### src/rtl/fixed_to_float_pipe.sv
// Fixed-point (INT_WID.FRA_WID) to IEEE-754 converter: an input register followed by
// five processing stages (sign/magnitude, leading one, normalise, round prep, round/pack).
module fixed_to_float_pipe #(
   parameter string FLOAT_FMT = "float",
   parameter int    INT_WID   = 16,
   parameter int    FRA_WID   = 16,
   parameter int    SIGNED_IN = 1,
   parameter int    TAG_WID   = 4
) (
   input  logic                                            clk,
   input  logic                                            rstn,
   input  logic                                            flush,
   input  logic                                            in_valid,
   output logic                                            in_ready,
   input  logic [INT_WID-1:0]                              in_int,
   input  logic [FRA_WID-1:0]                              in_frac,
   input  logic [1:0]                                      in_rnd,
   input  logic [TAG_WID-1:0]                              in_tag,
   output logic                                            out_valid,
   input  logic                                            out_ready,
   output logic [((FLOAT_FMT == "double") ? 64 : 32)-1:0]  out_float,
   output logic                                            out_inexact,
   output logic                                            out_zero,
   output logic [TAG_WID-1:0]                              out_tag
);

   localparam bit DBL       = (FLOAT_FMT == "double");
   localparam int FLOAT_WID = DBL ? 64 : 32;
   localparam int EXP_WID   = DBL ? 11 : 8;
   localparam int MANT_WID  = DBL ? 52 : 23;
   localparam int BIAS      = DBL ? 1023 : 127;
   localparam int W         = INT_WID + FRA_WID;
   localparam int PW        = $clog2(W);
   localparam int XW        = W + MANT_WID;
   localparam int EOFF      = BIAS - FRA_WID;

   logic                 stall;
   logic [5:0]           v_d, v_q;
   logic [1:0]           rnd_d [0:4];
   logic [1:0]           rnd_q [0:4];
   logic [TAG_WID-1:0]   tag_d [0:5];
   logic [TAG_WID-1:0]   tag_q [0:5];
   logic [4:1]           sign_d, sign_q;
   logic [W-1:0]         raw_d, raw_q;
   logic [W-1:0]         mag1_d, mag1_q, mag2_d, mag2_q;
   logic [PW-1:0]        p2_d, p2_q;
   logic [W-1:0]         norm3_d, norm3_q;
   logic [EXP_WID-1:0]   exp3_d, exp3_q, exp4_d, exp4_q;
   logic [MANT_WID-1:0]  mant4_d, mant4_q;
   logic                 guard4_d, guard4_q, sticky4_d, sticky4_q, zero4_d, zero4_q;
   logic [FLOAT_WID-1:0] float_d, float_q;
   logic                 inexact_d, inexact_q, zero5_d, zero5_q;

   logic [PW-1:0]        lead, shamt;
   logic [XW-1:0]        ext;
   logic                 inc;
   logic [MANT_WID:0]    mant_sum;
   logic [EXP_WID-1:0]   exp_rnd;

   assign stall       = v_q[5] & ~out_ready;
   assign in_ready    = ~stall;
   assign out_valid   = v_q[5];
   assign out_float   = float_q;
   assign out_inexact = inexact_q;
   assign out_zero    = zero5_q;
   assign out_tag     = tag_q[5];

   always_comb begin
      lead = '0;
      for (int i = 0; i < W; i++)
         if (mag1_q[i]) lead = PW'(i);
      shamt = PW'(W - 1) - p2_q;
      // Hidden bit dropped; zero padding guarantees guard/sticky exist for narrow inputs.
      ext   = {norm3_q[W-2:0], {(MANT_WID+1){1'b0}}};
      unique case (rnd_q[4])
         2'b00:   inc = guard4_q & (sticky4_q | mant4_q[0]);
         2'b01:   inc = 1'b0;
         2'b10:   inc = (guard4_q | sticky4_q) & ~sign_q[4];
         default: inc = (guard4_q | sticky4_q) & sign_q[4];
      endcase
      mant_sum = {1'b0, mant4_q} + (MANT_WID+1)'(inc);
      exp_rnd  = exp4_q + EXP_WID'(mant_sum[MANT_WID]);
   end

   always_comb begin
      v_d       = v_q;
      rnd_d     = rnd_q;
      tag_d     = tag_q;
      sign_d    = sign_q;
      raw_d     = raw_q;
      mag1_d    = mag1_q;
      mag2_d    = mag2_q;
      p2_d      = p2_q;
      norm3_d   = norm3_q;
      exp3_d    = exp3_q;
      exp4_d    = exp4_q;
      mant4_d   = mant4_q;
      guard4_d  = guard4_q;
      sticky4_d = sticky4_q;
      zero4_d   = zero4_q;
      float_d   = float_q;
      inexact_d = inexact_q;
      zero5_d   = zero5_q;
      if (!stall) begin
         v_d      = {v_q[4:0], in_valid};
         raw_d    = {in_int, in_frac};
         rnd_d[0] = in_rnd;
         tag_d[0] = in_tag;
         for (int k = 1; k < 5; k++) rnd_d[k] = rnd_q[k-1];
         for (int k = 1; k < 6; k++) tag_d[k] = tag_q[k-1];
         // Negating the most negative value wraps back to 2^(W-1), which is the right magnitude.
         sign_d[1]   = (SIGNED_IN != 0) && raw_q[W-1];
         mag1_d      = sign_d[1] ? -raw_q : raw_q;
         sign_d[4:2] = sign_q[3:1];
         p2_d        = lead;
         mag2_d      = mag1_q;
         norm3_d     = mag2_q << shamt;
         exp3_d      = EXP_WID'(EOFF) + EXP_WID'(p2_q);
         mant4_d     = ext[XW-1 -: MANT_WID];
         guard4_d    = ext[W-1];
         sticky4_d   = |ext[W-2:0];
         zero4_d     = ~norm3_q[W-1];
         exp4_d      = exp3_q;
         float_d     = zero4_q ? '0 : {sign_q[4], exp_rnd, mant_sum[MANT_WID-1:0]};
         inexact_d   = guard4_q | sticky4_q;
         zero5_d     = zero4_q;
      end
      if (flush) v_d = '0;
   end

   always_ff @(posedge clk or negedge rstn) begin
      if (!rstn) begin
         v_q       <= '0;
         for (int k = 0; k < 5; k++) rnd_q[k] <= '0;
         for (int k = 0; k < 6; k++) tag_q[k] <= '0;
         sign_q    <= '0;
         raw_q     <= '0;
         mag1_q    <= '0;
         mag2_q    <= '0;
         p2_q      <= '0;
         norm3_q   <= '0;
         exp3_q    <= '0;
         exp4_q    <= '0;
         mant4_q   <= '0;
         guard4_q  <= 1'b0;
         sticky4_q <= 1'b0;
         zero4_q   <= 1'b0;
         float_q   <= '0;
         inexact_q <= 1'b0;
         zero5_q   <= 1'b0;
      end else begin
         v_q       <= v_d;
         rnd_q     <= rnd_d;
         tag_q     <= tag_d;
         sign_q    <= sign_d;
         raw_q     <= raw_d;
         mag1_q    <= mag1_d;
         mag2_q    <= mag2_d;
         p2_q      <= p2_d;
         norm3_q   <= norm3_d;
         exp3_q    <= exp3_d;
         exp4_q    <= exp4_d;
         mant4_q   <= mant4_d;
         guard4_q  <= guard4_d;
         sticky4_q <= sticky4_d;
         zero4_q   <= zero4_d;
         float_q   <= float_d;
         inexact_q <= inexact_d;
         zero5_q   <= zero5_d;
      end
   end

endmodule
### config.mk
export PLATFORM = sky130hd
export DESIGN_NAME = fixed_to_float_pipe
export DESIGN_NICKNAME = d
export VERILOG_FILES = /design/src/rtl/fixed_to_float_pipe.sv
export SDC_FILE = /design/constraint.sdc
export NUM_CORES = 1
export LEC_CHECK = 0
export BUFFER_PORTS_ARGS = -buffer_cell sky130_fd_sc_hd__buf_2
export CELL_PAD_IN_SITES_DETAIL_PLACEMENT = 1
export CELL_PAD_IN_SITES_GLOBAL_PLACEMENT = 2
export CORE_MARGIN = 2
export CORE_UTILIZATION = 38
export CTS_CLUSTER_DIAMETER = 120
export DETAILED_ROUTE_END_ITERATION = 12
export PLACE_DENSITY_LB_ADDON = 0.3
export SETUP_SLACK_MARGIN = 0.1
export SKIP_LAST_GASP = 1
export SLEW_MARGIN = 20
export SYNTH_ARGS = -nofsm -noshare
export SYNTH_HDL_FRONTEND = slang
export SYNTH_SLANG_ARGS = --single-unit
### constraint.sdc
create_clock -name clk -period 3.83 [get_ports clk]
set_input_delay 0.1915 -clock clk [delete_from_list [all_inputs] [get_ports clk]]
set_output_delay 0.1915 -clock clk [all_outputs]
set_load 0.02 [all_outputs]
==> results by group <==
Critical path
  – CP startpoint kind: flip-flop
  – Slowest-stage cell, CP: nor4_1
  – Worst Path Max Fanout: 5
  – WP buf/inv: 0
  – Worst Setup Path Type: reg2reg
  – Crit. End Element: flip-flop
  – Worst path arrival time: approximately 3.7 ns
  – CP Depth: 14
  – Worst Setup SP: sign_q[4]$_DFFE_PN0N_
  – Most frequent cell on the critical path: ha_1
  – Worst R2R Setup Slack: ~0.56 ns
  – Critical path destination: out_float[29]$_DFFE_PN0N_
  – CP max stage delay: about 0.43 ns
  – Req. time, crit path: 4.28 ns
  – Worst reg2reg path startpoint: sign_q[4]$_DFFE_PN0N_
  – Worst R2R Path Depth: 14
  – Worst r2r dst: out_float[29]$_DFFE_PN0N_
  – Critical path's top delay family: simple AND/OR/NAND/NOR gates
  – Cell Chain, Critical Path: nand2_1, o32ai_1, a211oi_1, ha_1, nand4_1, nor4_1, and2_1, and3_1, ha_1, ha_1, and3_1, nand3_1, xnor2_1, a22o_1

Place
  – # port buffers: between 80 and 90
  – Placed cells: 1776
  – Hpwl dp: approximately 21000 um
  – GP Congestion: 0.816
  – Pre-CTS WS: 0.538 ns

STA
  – Setup Skew: 0.0147 ns
  – Hold Vio Cnt, Final: 0
  – Fin worst setup slack: ~0.56 ns
  – Least-Margin Pin Slew: approximately 1 ns
  – Period utilisation layout: 0.854
  – Max-slew violation count: 0
  – Rel. slew slack: 0.334
  – Final setup fails: 0
  – Fmax: roughly 0.31 GHz
  – Fin Setup TNS: 0 ns
  – RSZ-0062 raised after global routing: no
  – Crit path time final: 3.27 ns

Finish
  – Area growth, synth to finish: 17.6%
  – Share of post-route cells with drive strength above 1: 0.131
  – Final Non-Filler Cells: 1873
  – Nets: 1496
  – Ant diodes: 0
  – Fill cell count: ~3700

Yosys
  – Main flop type after synthesis: dfrtp_1
  – Post-synth top cells: 524 x nand2_1, 253 x dfrtp_1, 84 x o21ai_0, 67 x clkbuf_1, 57 x nor2_1
  – Area leader, netlist: dfrtp_1
  – Post-synth EDFFs: 0
  – Synthesized area: ~12000 um^2
  – Yosys warnings: 0
  – Synthesized Nets: 1415
  – Post-synthesis sequential area ratio: 0.514
  – Mean Syn Cell Area: approximately 9 um^2
  – Synth area leaders: dfrtp_1 51%, nand2_1 16%, o21ai_0 3.4%
  – Mapped Cells: around 1400
  – FFs w/ async S/R, synth: 1.00
  – Synth top area share: 0.514
  – Register bit total from synthesis: 253
  – Count leader, synth: nand2_1
  – Distinct cells, synth: between 60 and 70

Route
  – Total iterations of the first detailed-routing run: 4
  – Residual DRC: 0
  – WL final: 32100 um
  – Drt initial violations: 460
  – Vias per cell: 5.15
  – Antenna-violating nets left: 0
  – Via count: ~9700
  – Routed WL per cell: between 15 and 20 um

Clock tree
  – Max Root-Sink Buffers: 3
  – Root Buffer: clkbuf_16
  – Worst-path clk slew: ~0.070 ns
  – TritonCTS Buffers: 30
  – Number of H-tree levels: 1
  – Clock sinks: 253
  – CTS tree: yes
  – Post-CTS setup buffers: 0
  – Worst skew pair latency: about 0.57 ns

Power and ir drop
  – Total power: just over 8 mW
  – Worst vdd ir: ~330 uV
  – Leakage power: 6.74 nW
  – Power Density: ~560 nW/um^2

GRT
  – Antenna violations before repair: 0
  – GRT overflow: 0
  – First-pass GRT wire length: between 50000 and 60000 um
  – Largest net degree at the start of global routing: about 150
  – Number of global-route vias before repair: approximately 10000
  – Total track usage: 0.195

Die
  – Num rows: 65
  – Die X: about 180 um
  – Top Ports: slightly above 80
  – Core area: between 30000 and 40000 um^2
  – Die Y: around 180 um
  – Die footprint: about 34000 um^2
  – Initial Util: 0.389

Job
  – Max-Cap Viols: 0

Worst hold path
  – Hold Path Class: in2async

Status
  – Status: complete, no violations
worst reg2reg max path: cells and delay by family (launching register included):
family | cells | cell delay [ns]
AND/OR/NAND/NOR | 7 | 1.45
adder cells (fa/ha/maj) | 3 | 0.66
AO/OA/AOI/OAI | 3 | 0.51
flip-flops | 1 | 0.40
XOR/XNOR | 1 | 0.14
cell type report:
cell class                 count  area (um^2)  share of cell area
clock buffer                  41          842              0.0581
clock inverter                15          215              0.0148
sequential                   253         6330               0.437
tap                          402          503              0.0347
timing repair buffer         137          973              0.0672
inverter                      13         53.8             0.00371
multi-input combinational   1012         5580               0.385
power breakdown:
part | internal (mW) | switching [mW]
sequential | 3.11 | 0.435
clock | 1.82 | 1.19
combinational | 0.660 | 0.853
layer usage:
metal,vias up,GRT usage,part of all wire
met5,-,0,0
met4,0,0.0480,0.021
met3,41,0.0277,0.028
met2,113,0.328,0.47
met1,4742,0.268,0.48
li1,4758,-,-
through the flow:
step,area (um^2),hold WS (ns),utilization
floorplan,12300,-0.104,-
global placement,13000,0.197,0.411
detailed placement,13000,0.193,0.411
CTS,14500,0.159,0.457
global route,14500,0.212,0.457
finish,14500,0.186,0.457
sequential cells by signal, indices dropped and copies added (netlist names):
name,count
norm3_q,32
sign_q,4
mag2_q,32
out_float,32
rnd_q,10
mant4_q,23
zero4_q,1
exp3_q,8
mag1_q,32
out_inexact,1
out_zero,1
sticky4_q,1
v_q,6
tag_q,20
out_tag,4
p2_q,5
guard4_q,1
exp4_q,8
raw_q,32
kinds of logic after synthesis:
kind of cell | count (synthesis) | synth area share
buffers and inverters | 101 | 0.0347
and+or+nand+nor | 670 | 0.224
xor gates and xnor gates | 58 | 0.0412
muxes | 60 | 0.0663
DFF | 253 | 0.514
AOI/OAI and AO/OA | 218 | 0.114
adders and majority gates | 6 | 0.00609
worst min-delay path by stage:
stage / start / end / slack (ns) / cells after the start
5_1_grt: rstn / norm3_q[15]$_DFFE_PN0N_ / 0.21 / 2
6_report: rstn / norm3_q[15]$_DFFE_PN0N_ / 0.19 / 2
4_1_cts: out_ready / mag1_q[20]$_DFFE_PN0N_ / 0.16 / 4
3_3_place_gp: rstn / mant4_q[12]$_DFFE_PN0N_ / 0.20 / 1
2_1_floorplan: rstn / exp3_q[0]$_DFFE_PN0N_ / -0.10 / 0
3_5_place_dp: rstn / mant4_q[12]$_DFFE_PN0N_ / 0.19 / 1
timing repair:
item                                   CTS  global route
resized for setup                        0             0
hold buffers                            41             0
endpoints found under the hold margin  110             0
layout by cell type, fill, tap and decap left out, types with 19 or more instances in the layout:
master	synthesis	layout
nand2_1	524	524
dfrtp_1	253	252
o21ai_0	84	84
buf_2	6	81
nor2_1	57	57
dlygate4sd3_1	0	41
xor2_1	37	37
a21oi_1	34	34
mux2i_1	31	31
clkbuf_16	0	30
a22o_1	26	26
xnor2_1	21	21
o31ai_1	19	19
(Power assumes the default switching activity.)
